<file path="config.mk">
export PLATFORM = sky130hd
export DESIGN_NAME = mul24_sched
export DESIGN_NICKNAME = d
export VERILOG_FILES = /design/src/rtl/mul_pkg.sv /design/src/rtl/booth_pp_gen.sv /design/src/rtl/wallace_12x24.sv /design/src/rtl/mul24_sched.sv
export SDC_FILE = /design/constraint.sdc
export NUM_CORES = 1
export LEC_CHECK = 0
export ABC_AREA = 1
export CAP_MARGIN = 20
export CORE_ASPECT_RATIO = 1.75
export CORE_MARGIN = 2
export CORE_UTILIZATION = 56
export CTS_BUF_LIST = sky130_fd_sc_hd__clkbuf_8
export DETAILED_ROUTE_END_ITERATION = 7
export GPL_ROUTABILITY_DRIVEN = 0
export PLACE_DENSITY = 0.8
export SYNTH_ARGS = -nofsm -noshare
export SYNTH_HDL_FRONTEND = slang
export SYNTH_HIERARCHICAL = 1
export SYNTH_SLANG_ARGS = --single-unit
export TNS_END_PERCENT = 20
</file>
<file path="constraint.sdc">
create_clock -name clk -period 5.19 [get_ports clk]
set_input_delay 0.7785 -clock clk [delete_from_list [all_inputs] [get_ports clk]]
set_output_delay 0.7785 -clock clk [all_outputs]
set_load 0.005 [all_outputs]
</file>
<file path="src/rtl/mul_pkg.sv">
// Shared types for the 24-bit Booth multiply scheduler: widths, Booth digit
// encoding, requester id and the stage-1 operand bundle.
package mul_pkg;

    localparam int DATA_W   = 24;
    localparam int NPP      = 12;
    localparam int S1_TAG_W = 4;

    typedef enum logic [2:0] {ZERO, POS1, POS2, NEG1, NEG2} booth_digit_t;

    typedef enum logic {SRC0 = 1'b0, SRC1 = 1'b1} src_t;

    typedef struct packed {
        logic [DATA_W-1:0]   a;
        logic [DATA_W-1:0]   b;
        logic [S1_TAG_W-1:0] tag;
        src_t                src;
    } s1_t;

    // Triplet is {b[2i+1], b[2i], b[2i-1]}.
    function automatic booth_digit_t booth_decode(input logic [2:0] trip);
        booth_digit_t d;
        case (trip)
            3'b001, 3'b010: d = POS1;
            3'b011:         d = POS2;
            3'b100:         d = NEG2;
            3'b101, 3'b110: d = NEG1;
            default:        d = ZERO;
        endcase
        return d;
    endfunction

endpackage

</file>
<file path="src/rtl/booth_pp_gen.sv">
// Radix-4 Booth partial-product generator: 12 rows, each already negated in
// full two's complement and shifted into place, so no correction row follows.
module booth_pp_gen
    import mul_pkg::*;
(
    input  logic [DATA_W-1:0]          a,
    input  logic [DATA_W-1:0]          b,
    output logic [NPP-1:0][DATA_W-1:0] pp
);

    logic [DATA_W:0] bx;
    logic [DATA_W-1:0] neg_a;

    assign bx    = {b, 1'b0};
    assign neg_a = -a;

    always_comb begin
        pp = '0;
        for (int i = 0; i < NPP; i++) begin
            case (booth_decode(bx[2*i +: 3]))
                POS1:    pp[i] = a << (2*i);
                POS2:    pp[i] = a << (2*i + 1);
                NEG1:    pp[i] = neg_a << (2*i);
                NEG2:    pp[i] = neg_a << (2*i + 1);
                default: pp[i] = '0;
            endcase
        end
    end

endmodule

</file>
<file path="src/rtl/wallace_12x24.sv">
// Carry-save reduction of 12 rows to a sum/carry pair, modulo 2^24.
// The carry output is left unaligned; the consumer adds it shifted left by one.
module wallace_12x24
    import mul_pkg::*;
(
    input  logic [NPP-1:0][DATA_W-1:0] pp,
    output logic [DATA_W-1:0]          sum,
    output logic [DATA_W-1:0]          carry
);

    function automatic logic [DATA_W-1:0] maj(input logic [DATA_W-1:0] x,
                                              input logic [DATA_W-1:0] y,
                                              input logic [DATA_W-1:0] z);
        return (x & y) | (x & z) | (y & z);
    endfunction

    logic [DATA_W-1:0] l1 [8];
    logic [DATA_W-1:0] l2 [6];
    logic [DATA_W-1:0] l3 [4];
    logic [DATA_W-1:0] l4 [3];

    // Inner levels carry aligned rows; only the last compressor stays raw.
    always_comb begin
        for (int i = 0; i < 4; i++) begin
            l1[2*i]   = pp[3*i] ^ pp[3*i+1] ^ pp[3*i+2];
            l1[2*i+1] = maj(pp[3*i], pp[3*i+1], pp[3*i+2]) << 1;
        end
        for (int i = 0; i < 2; i++) begin
            l2[2*i]   = l1[3*i] ^ l1[3*i+1] ^ l1[3*i+2];
            l2[2*i+1] = maj(l1[3*i], l1[3*i+1], l1[3*i+2]) << 1;
        end
        l2[4] = l1[6];
        l2[5] = l1[7];
        for (int i = 0; i < 2; i++) begin
            l3[2*i]   = l2[3*i] ^ l2[3*i+1] ^ l2[3*i+2];
            l3[2*i+1] = maj(l2[3*i], l2[3*i+1], l2[3*i+2]) << 1;
        end
        l4[0] = l3[0] ^ l3[1] ^ l3[2];
        l4[1] = maj(l3[0], l3[1], l3[2]) << 1;
        l4[2] = l3[3];
        sum   = l4[0] ^ l4[1] ^ l4[2];
        carry = maj(l4[0], l4[1], l4[2]);
    end

endmodule

</file>
<file path="src/rtl/mul24_sched.sv">
// Two-requester round-robin front end on a shared 3-stage 24x24 Booth multiplier.
// Latency 3 cycles from handshake to resp_valid; stalls collapse bubbles upstream of resp_ready.
module mul24_sched #(
    parameter int DATA_W = 24,
    parameter int TAG_W  = 4
) (
    input  logic              clk,
    input  logic              rst_n,
    input  logic              req0_valid,
    output logic              req0_ready,
    input  logic [DATA_W-1:0] req0_a,
    input  logic [DATA_W-1:0] req0_b,
    input  logic [TAG_W-1:0]  req0_tag,
    input  logic              req1_valid,
    output logic              req1_ready,
    input  logic [DATA_W-1:0] req1_a,
    input  logic [DATA_W-1:0] req1_b,
    input  logic [TAG_W-1:0]  req1_tag,
    output logic              resp_valid,
    input  logic              resp_ready,
    output logic [DATA_W-1:0] resp_data,
    output logic              resp_src,
    output logic [TAG_W-1:0]  resp_tag,
    output logic              busy
);
    import mul_pkg::*;

    logic v1, v2, v3;
    logic adv1, adv2, adv3;
    logic grant0, grant1, hs;
    src_t ptr;
    s1_t  s1_sel, s1_q;

    logic [NPP-1:0][DATA_W-1:0] pp;
    logic [DATA_W-1:0] tree_sum, tree_carry;
    logic [DATA_W-1:0] sum2, carry2;
    logic [TAG_W-1:0]  tag2;
    src_t              src2;

    // Ready looks at the other requester's valid; valid never looks at ready.
    assign grant0 = req0_valid & (!req1_valid | (ptr == SRC0));
    assign grant1 = req1_valid & (!req0_valid | (ptr == SRC1));

    assign adv3 = !v3 | resp_ready;
    assign adv2 = !v2 | adv3;
    assign adv1 = !v1 | adv2;

    assign req0_ready = grant0 & adv1;
    assign req1_ready = grant1 & adv1;
    assign hs         = (req0_valid & req0_ready) | (req1_valid & req1_ready);

    assign resp_valid = v3;
    assign busy       = v1 | v2 | v3;

    always_comb begin
        if (grant1) s1_sel = '{a: req1_a, b: req1_b, tag: req1_tag, src: SRC1};
        else        s1_sel = '{a: req0_a, b: req0_b, tag: req0_tag, src: SRC0};
    end

    booth_pp_gen u_pp (
        .a  (s1_q.a),
        .b  (s1_q.b),
        .pp (pp)
    );

    wallace_12x24 u_tree (
        .pp    (pp),
        .sum   (tree_sum),
        .carry (tree_carry)
    );

    always_ff @(posedge clk or negedge rst_n) begin
        if (!rst_n) begin
            ptr       <= SRC0;
            v1        <= 1'b0;
            v2        <= 1'b0;
            v3        <= 1'b0;
            s1_q      <= '0;
            sum2      <= '0;
            carry2    <= '0;
            tag2      <= '0;
            src2      <= SRC0;
            resp_data <= '0;
            resp_src  <= 1'b0;
            resp_tag  <= '0;
        end else begin
            // Pointer names the requester that lost the last completed handshake.
            if (hs) ptr <= grant0 ? SRC1 : SRC0;
            if (adv1) begin
                v1 <= hs;
                if (hs) s1_q <= s1_sel;
            end
            if (adv2) begin
                v2 <= v1;
                if (v1) begin
                    sum2   <= tree_sum;
                    carry2 <= tree_carry;
                    tag2   <= s1_q.tag;
                    src2   <= s1_q.src;
                end
            end
            if (adv3) begin
                v3 <= v2;
                if (v2) begin
                    resp_data <= sum2 + (carry2 << 1);
                    resp_src  <= src2;
                    resp_tag  <= tag2;
                end
            end
        end
    end

endmodule

</file>
# Word level (Yosys, flattened, before mapping)
# Index checks and enable logic that the tools add are counted.
# totals
regBits	138
out_inout_bits	33
wordCells	275
# classes
addsub	2
eq_ne	117
mux	26
bitwise	85
n_reduce_logical	30
# ops
op	count
24-bit one-hot mux with 4 select lines	12
23-bit AND	30
24-bit bitwise XOR	20
23-bit bitwise OR	20
3-bit by 2-bit == test with 1-bit output (second input constant)	46
3-bit == test (second input constant)	45
3-bit one-hot mux with 4 select lines	11
3-bit by 1-bit == test with 1-bit output (second input constant)	23
53-bit two-way mux	1
2-bit OR reduction	22
24-bit adder	1
24-bit negation	1
3-bit one-hot mux with 3 select lines	1
1-bit bitwise OR	8
1-bit AND	6
2-bit AND reduction	3
1-bit zero test	5
2-bit == test (second input constant)	2
2-bit by 1-bit == test with 1-bit output (second input constant)	1
1-bit two-way mux	1
1-bit NOT	1

# Depth between registers and ports, before layout
# Gate-level depths: netlist of run 1.
# depth
ltp_word	20
depth_mapped	27
ltp_nobuf	25

# Hierarchy
# The synthesis of run 1 kept the hierarchy.
# by_module_without_submodules
mod	n_inst	cells_per_inst	area_each_um2	seq_area_each_um2
mul24_sched	1	868	7145.6	3453.3
wallace_12x24	1	599	5999.5	0.0
booth_pp_gen	1	1037	5606.6	0.0

# Least setup slack after synthesis of run 1
# No wires, ideal clock.
# synth_path
path_type	register -> register
from	register s1_q[29] (netlist bit)
to	register sum2[17]
t_arrival_ns	4.739
setup_slack_ns	0.327
stages_incl_launch_ff	22
n_path_buf	3
path_cell_list	dfrtp_1 inv_2 clkbuf_1 ha_1 nand3_4 nor2_8 buf_8 nand2_2 nand2_4 buf_6 nand3_1 nand4_1 inv_1 fa_1 inv_1 fa_1 inv_1 fa_1 fa_1 inv_1 fa_1 mux2_2
# synth_lines
item	line_no	text
start: declaration	mul24_sched.sv:32	s1_t s1_sel, s1_q;
start signal: assignment	mul24_sched.sv:91	if (hs) s1_q <= s1_sel;
end signal: assignment	mul24_sched.sv:96	sum2 <= tree_sum;
end: declaration	mul24_sched.sv:36	logic [DATA_W-1:0] sum2, carry2;

==> flow_summary.ini, run 1 <==
[die]
die_area_um2 = 35000
chipWidth_um = 142
row_count = 88
fp.dieH_um = 246
core_um2 = 33000
initial_core_util_pct = 56.8
io_pins = 142

[timing]
min_period_ns = 5.17
slew_headroom_pct = 31.2
finClkSkew_ns = 0.0204
finalHoldViolations = 0
worst_slew_pin_slew_ns = 1.03
setup-violations-final = 0
drv_slew = 0
fin_crit_sh_pct = 99.5
fmax_mhz = 194
setup_slack_ns = 0.0248

[clocking]
cts_tree = done
cts_post_setup_buffers_inserted = 0
cts_made_buffers = 17
clock_latency_ns = 0.51
ctsResizeCount = 0
clk_pin_slew_ns = 0.10
cts_buffer_depth = 2
cts_htree_levels = 4
clkSinkCount = 138
postCtsHoldBufs = 0
cts-root-buf = clkbuf_8

[worst_setup_path]
crit_path_end_kind = flip-flop
crit_type = reg2reg
cp-start-kind = flip-flop
cp_max_fo = 11
required_ns = 5.59
cp_data_arrival_time_ns = 5.56

[placed_design]
placed_cells_incl_taps = 2989
io_buffers = 141
hpwl_um = 42000
pre_cts_ws_ns = 0.173

[detailed_routing]
drt_iter0_markers = 2159
routed_via_density = 5.67
firstDrtPassIters = 8
ant_nets = 0
vias = 17100
drc = 10
routed_wl_um = 54700
wl_per_cell_um = 18.1

[grt]
grt_util_all_layers_pct = 32.9
grt_max_degree = 88
grt_pass1_vias = 17400
overflow = 0
grt_first_pass_wirelength_um = 88200
antenna_found_initial = 0

[outcome]
outcome = complete, but fails checks
failed_checks = DRC

[flow_run]
maxCapViolCount = 0

[logic_synthesis]
syn_avg_cell_area_um2 = 7.49
synth.distinct_cells = 44
synth_top_family_by_area = adder cells
synth-simple-area-share_pct = 25.3
synth_edf_count = 0
seq_area_frac_synth_pct = 18.4
synth_xor_area_share_pct = 1.13
synth-adder-area-share_pct = 25.8
muxShareOfSynthArea_pct = 2.70
synth_compound_gate_area_share_pct = 8.53
synth_warnings = 6
syn-cell-area_um2 = 18800
synth-seq-cells = 138
synthCells = 2504
synth_top_flop_cell = dfrtp_1
async_flop_share_pct = 100

[cells_and_area]
antenna_cells = 0
area_delta_synth_final_pct = 8.47
nets = 2964
final_layout_size_suffix_gt1_share_pct = 7.76
multi_input_area_um2 = 12400
instances_no_fill = 3021
ff_latch_area_um2 = 3450
fill_cells = 2914

[min_path]
worst_hold_path_type = in2async
[sequential cells by signal (all words and copies together), names as in the netlist, 4 cells and up]
signal,flops
carry2,23
resp_data,24
resp_tag,4
s1_q,53
tag2,4
sum2,24
[layout make-up]
| class | count | area share, % |
|---|---|---|
| clock inverters | 14 | 0.806 |
| multi-input cells | 1770 | 61.0 |
| repair buffers | 175 | 8.20 |
| flip-flops and latches | 138 | 17.0 |
| clock buffers | 18 | 1.22 |
| well taps | 405 | 2.49 |
| inverters | 501 | 9.28 |
[logic make-up after synthesis]
family	after synthesis
muxes	45
and+or+nand+nor	1052
AOI/OAI and AO/OA	268
buffers and inverters	727
adders and majority gates	252
xor gates and xnor gates	20
other	2
DFF	138
[metrics by stage]
stage	utilization, %	TNS [ns]	hold WS (ns)	instance area [µm²]
CTS	61.5	0	0.329	20300
floorplan	-	0	0.436	19200
finish	61.6	0	0.328	20300
global placement	60.3	0	0.465	19900
global route	61.6	-0.0403	0.373	20300
detailed placement	60.3	0	0.467	19900
[final timing paths]
kind,startpoint,slack [ns],endpoint,cells past startpoint
max,s1_q[41],0.02,sum2[20],17
min,rst_n,0.33,tag2[2],1
max reg2reg,s1_q[41],0.02,sum2[20],17
min reg2reg,resp_data[18],0.48,resp_data[18],2
max in group asynchronous,rst_n,3.67,carry2[2],2
min in group clk,resp_data[18],0.48,resp_data[18],2
[metal layers]
metal	track usage [%]	part of all wire (%)	up-vias
met4	26.6	11	0
li1	-	-	7733
met3	8.26	9.0	415
met1	32.7	31	7931
met2	57.4	50	1047
met5	0	0	-
[cell usage in the layout (no fill, tap or decap), types with 3 or more instances in the layout]
cell type,n
a31oi_1,52
xnor2_1,13
nor3_1,13
mux2_2,45
clkbuf_8,18
a21oi_1,47
xor2_1,5
nand2_1,599
inv_8,3
inv_2,14
clkdlybuf4s50_1,140
nor2_1,129
o211ai_1,13
ha_1,28
clkinv_1,12
nand3_2,11
o21ai_0,55
nand4_1,31
inv_1,473
clkinv_4,3
o2111ai_1,4
o221ai_1,12
fa_1,224
inv_4,3
buf_4,34
nand3_1,150
dfrtp_1,138
nand3b_1,56
nor2_4,3
nand3_4,3
clkinvlp_4,3
conb_1,133
nand2_2,28
a22oi_1,3
o21ai_1,7
or2_2,4
nor2_2,19
o22ai_1,75
[cell usage after synthesis (all sizes together) (47+ instances only)]
cell type | number | area share (%)
nand3b | 56 | 2.2
nand3 | 164 | 4.8
o21ai | 62 | 1.7
clkbuf | 50 | 1.0
buf | 176 | 7.0
o22ai | 75 | 2.5
a21oi | 47 | 1.3
fa | 224 | 24
nor2 | 153 | 3.6
a31oi | 52 | 1.7
dfrtp | 138 | 18
nand2 | 628 | 13
inv | 489 | 9.8
[worst max-delay path: stages (launching register included)]
cell and delay [ns]:
dfrtp_1 0.57, nor2_1 0.38, nand2_1 0.20, nor2_2 0.21
nand2_1 0.09, nand2_1 0.32, nand3_1 0.13, nand4_1 0.11
inv_1 0.06, fa_1 0.57, inv_1 0.08, fa_1 0.54
inv_1 0.05, fa_1 0.47, fa_1 0.51, inv_1 0.06
fa_1 0.43, mux2_2 0.28
Power of run 1 is left out: the tool's default activity adds up to more than one toggle a clock period on the data nets, which glitch-free logic cannot reach.
==> inputs of run 2 (changes only) <==
CELL_PAD_IN_SITES_DETAIL_PLACEMENT = 0   (was not set)
CELL_PAD_IN_SITES_GLOBAL_PLACEMENT = 2   (was not set)
CORE_UTILIZATION = 33   (was 56)
PLACE_DENSITY = not set   (was 0.8)
PLACE_DENSITY_LB_ADDON = 0.1   (was not set)
==> run 2 against run 1 <==
Against the previous run:
- the run now ends clean
- sequential share of layout area is 0.76 points lower
- non-clock buffer count increased by 54
- count of clock-buffer cells in the layout is 1 lower
- hold slack improved by 0.014 ns
- register-to-register slack better by 0.22 ns
- utilization down 24 points
- routed wire length increased by 19%
- critical path type unchanged
- largest cell class unchanged
- highest routed layer unchanged
==> flow_summary.ini, run 2 (synthesis gave the netlist of run 1 again) <==
[outcome]
outcome = finished, final reports clean

[worst_setup_path]
reg2reg_from = s1_q[6]
r2r_slack_ns = 0.24
cp_data_arrival_time_ns = 5.39
cpPeakStageDelay_ns = 0.57
crit_type = reg2reg
cp_cell_sequence = nand2_1 -> clkinvlp_4 -> nand3_1 -> nand3_1 -> fa_1 -> fa_1 -> inv_1 -> fa_1 -> xor2_1 -> nand2_1 -> nand2_1 -> inv_1 -> nand2_1 -> nand2_1 -> inv_1 -> nand2_1 -> nand2_1 -> fa_1 -> mux2_2
cp_slowest_cell = dfrtp_1
r2r_cells = 19
required_ns = 5.63
crit_top_cell = nand2_1
worstReg2RegEnd = sum2[23]
crit_path_end_kind = flip-flop
cp-start-kind = flip-flop
cp_max_fo = 15

[cells_and_area]
reg_top3 = s1_q x53, resp_data x24, sum2 x24
top_register = s1_q
final_cell_area_um2 = 21300
fill_cells = 6032
largest_reg_flops = 53
layout_commonest_cell = nand2_1
area_delta_synth_final_pct = 13.6
final_layout_size_suffix_gt1_share_pct = 9.78
nets = 3018
mostFrequentLayoutCells = 598 x nand2_1, 471 x inv_1, 224 x fa_1

[clocking]
clock_latency_ns = 0.54
clkSinkCount = 138
cts_htree_levels = 4
cts_tree = done
clk_pin_slew_ns = 0.12
cts_made_buffers = 17
cts-root-buf = clkbuf_8
postCtsHoldBufs = 0
cts_buffer_depth = 2

[timing]
setup_slack_ns = 0.241
worst_slew_pin_slew_ns = 1.03
fmax_mhz = 202
min_period_ns = 4.95
drv_slew = 0
finalHoldViolations = 0
fin_crit_sh_pct = 95.4
fin_setup_tns_ns = 0
finClkSkew_ns = 0.0203
slew_headroom_pct = 30.9
setup-violations-final = 0

[grt]
grt_pass1_vias = 17500
grt_max_degree = 91
grt_util_all_layers_pct = 23.3
grt_first_pass_wirelength_um = 102000
antenna_found_initial = 2
overflow = 0

[min_path]
worst_hold_path_type = in2async

[placed_design]
io_buffers = 141
post_dp_cell_area_um2 = 20700
pre_cts_ws_ns = 0.0666
hpwl_um = 54000

[detailed_routing]
drt_iter0_markers = 834
vias = 16400
routed_wl_um = 65200
ant_nets = 0
routed_via_density = 4.78
wl_per_cell_um = 19.0
drc = 0
firstDrtPassIters = 7

[die]
die_area_um2 = 58800
chipWidth_um = 184
fp.dieH_um = 319
row_count = 115
core_um2 = 56300
io_pins = 142
initial_core_util_pct = 33.3

[flow_run]
maxCapViolCount = 0
## run 2: cell types whose count changed in the layout (fill, tap and decap cells not counted), sizes merged
cell      previous run  this run
inv                495       497
clkinvlp             3         2
clkbuf              18        17
diode                0         2
buf                 35        89
## run 2: critical path: cells and delay by family, from the launching register on
kind          cells  cell delay, ns
xor+xnor          1            0.17
fa+ha+maj         4            1.93
buf+inv           4            0.70
flops             1            0.57
mux               1            0.27
simple gates      9            1.19
## run 2: worst max-delay path by stage
| stage | start | to |
|---|---|---|
| global route | s1_q[30] | sum2[23] |
| detailed placement | s1_q[30] | sum2[23] |
| floorplan | s1_q[29] | sum2[17] |
| finish | s1_q[6] | sum2[23] |
| global placement | s1_q[30] | sum2[23] |
| CTS | s1_q[30] | sum2[23] |
## run 2: metrics by stage
stage	instances	utilization (%)	hold WS (ns)
2_1_floorplan	2635	-	0.436
3_3_place_gp	3389	36.8	0.454
3_5_place_dp	3389	36.8	0.457
4_1_cts	3421	37.6	0.373
5_1_grt	3432	37.9	0.410
6_report	3432	37.9	0.342
## run 2: area by class of cell
type	count	area [µm²]	share of cell area, %
inverters	501	1890	8.88
clock buffers	17	234	1.10
flip-flops and latches	138	3450	16.2
well taps	760	951	4.46
repair buffers	229	2140	10.0
multi-input cells	1770	12400	58.4
diodes	2	5.00	0.0235
clock inverters	15	198	0.928
## run 2: layer usage
| metal | wire length, µm | global-route usage, % | vias to the layer above |
|---|---|---|---|
| met5 | 0 | 0 | - |
| met1 | 21900 | 22.5 | 7909 |
| met3 | 2260 | 2.58 | 183 |
| li1 | - | - | 7824 |
| met4 | 4580 | 15.1 | 0 |
| met2 | 36500 | 45.4 | 484 |
## run 2: timing repair
| action | 4_1_cts | 5_1_grt |
|---|---|---|
| resized for setup | 0 | 12 |
| setup buffers | 0 | 9 |
| setup endpoints to repair | 0 | 4 |
Power of run 2 is left out for the same reason.
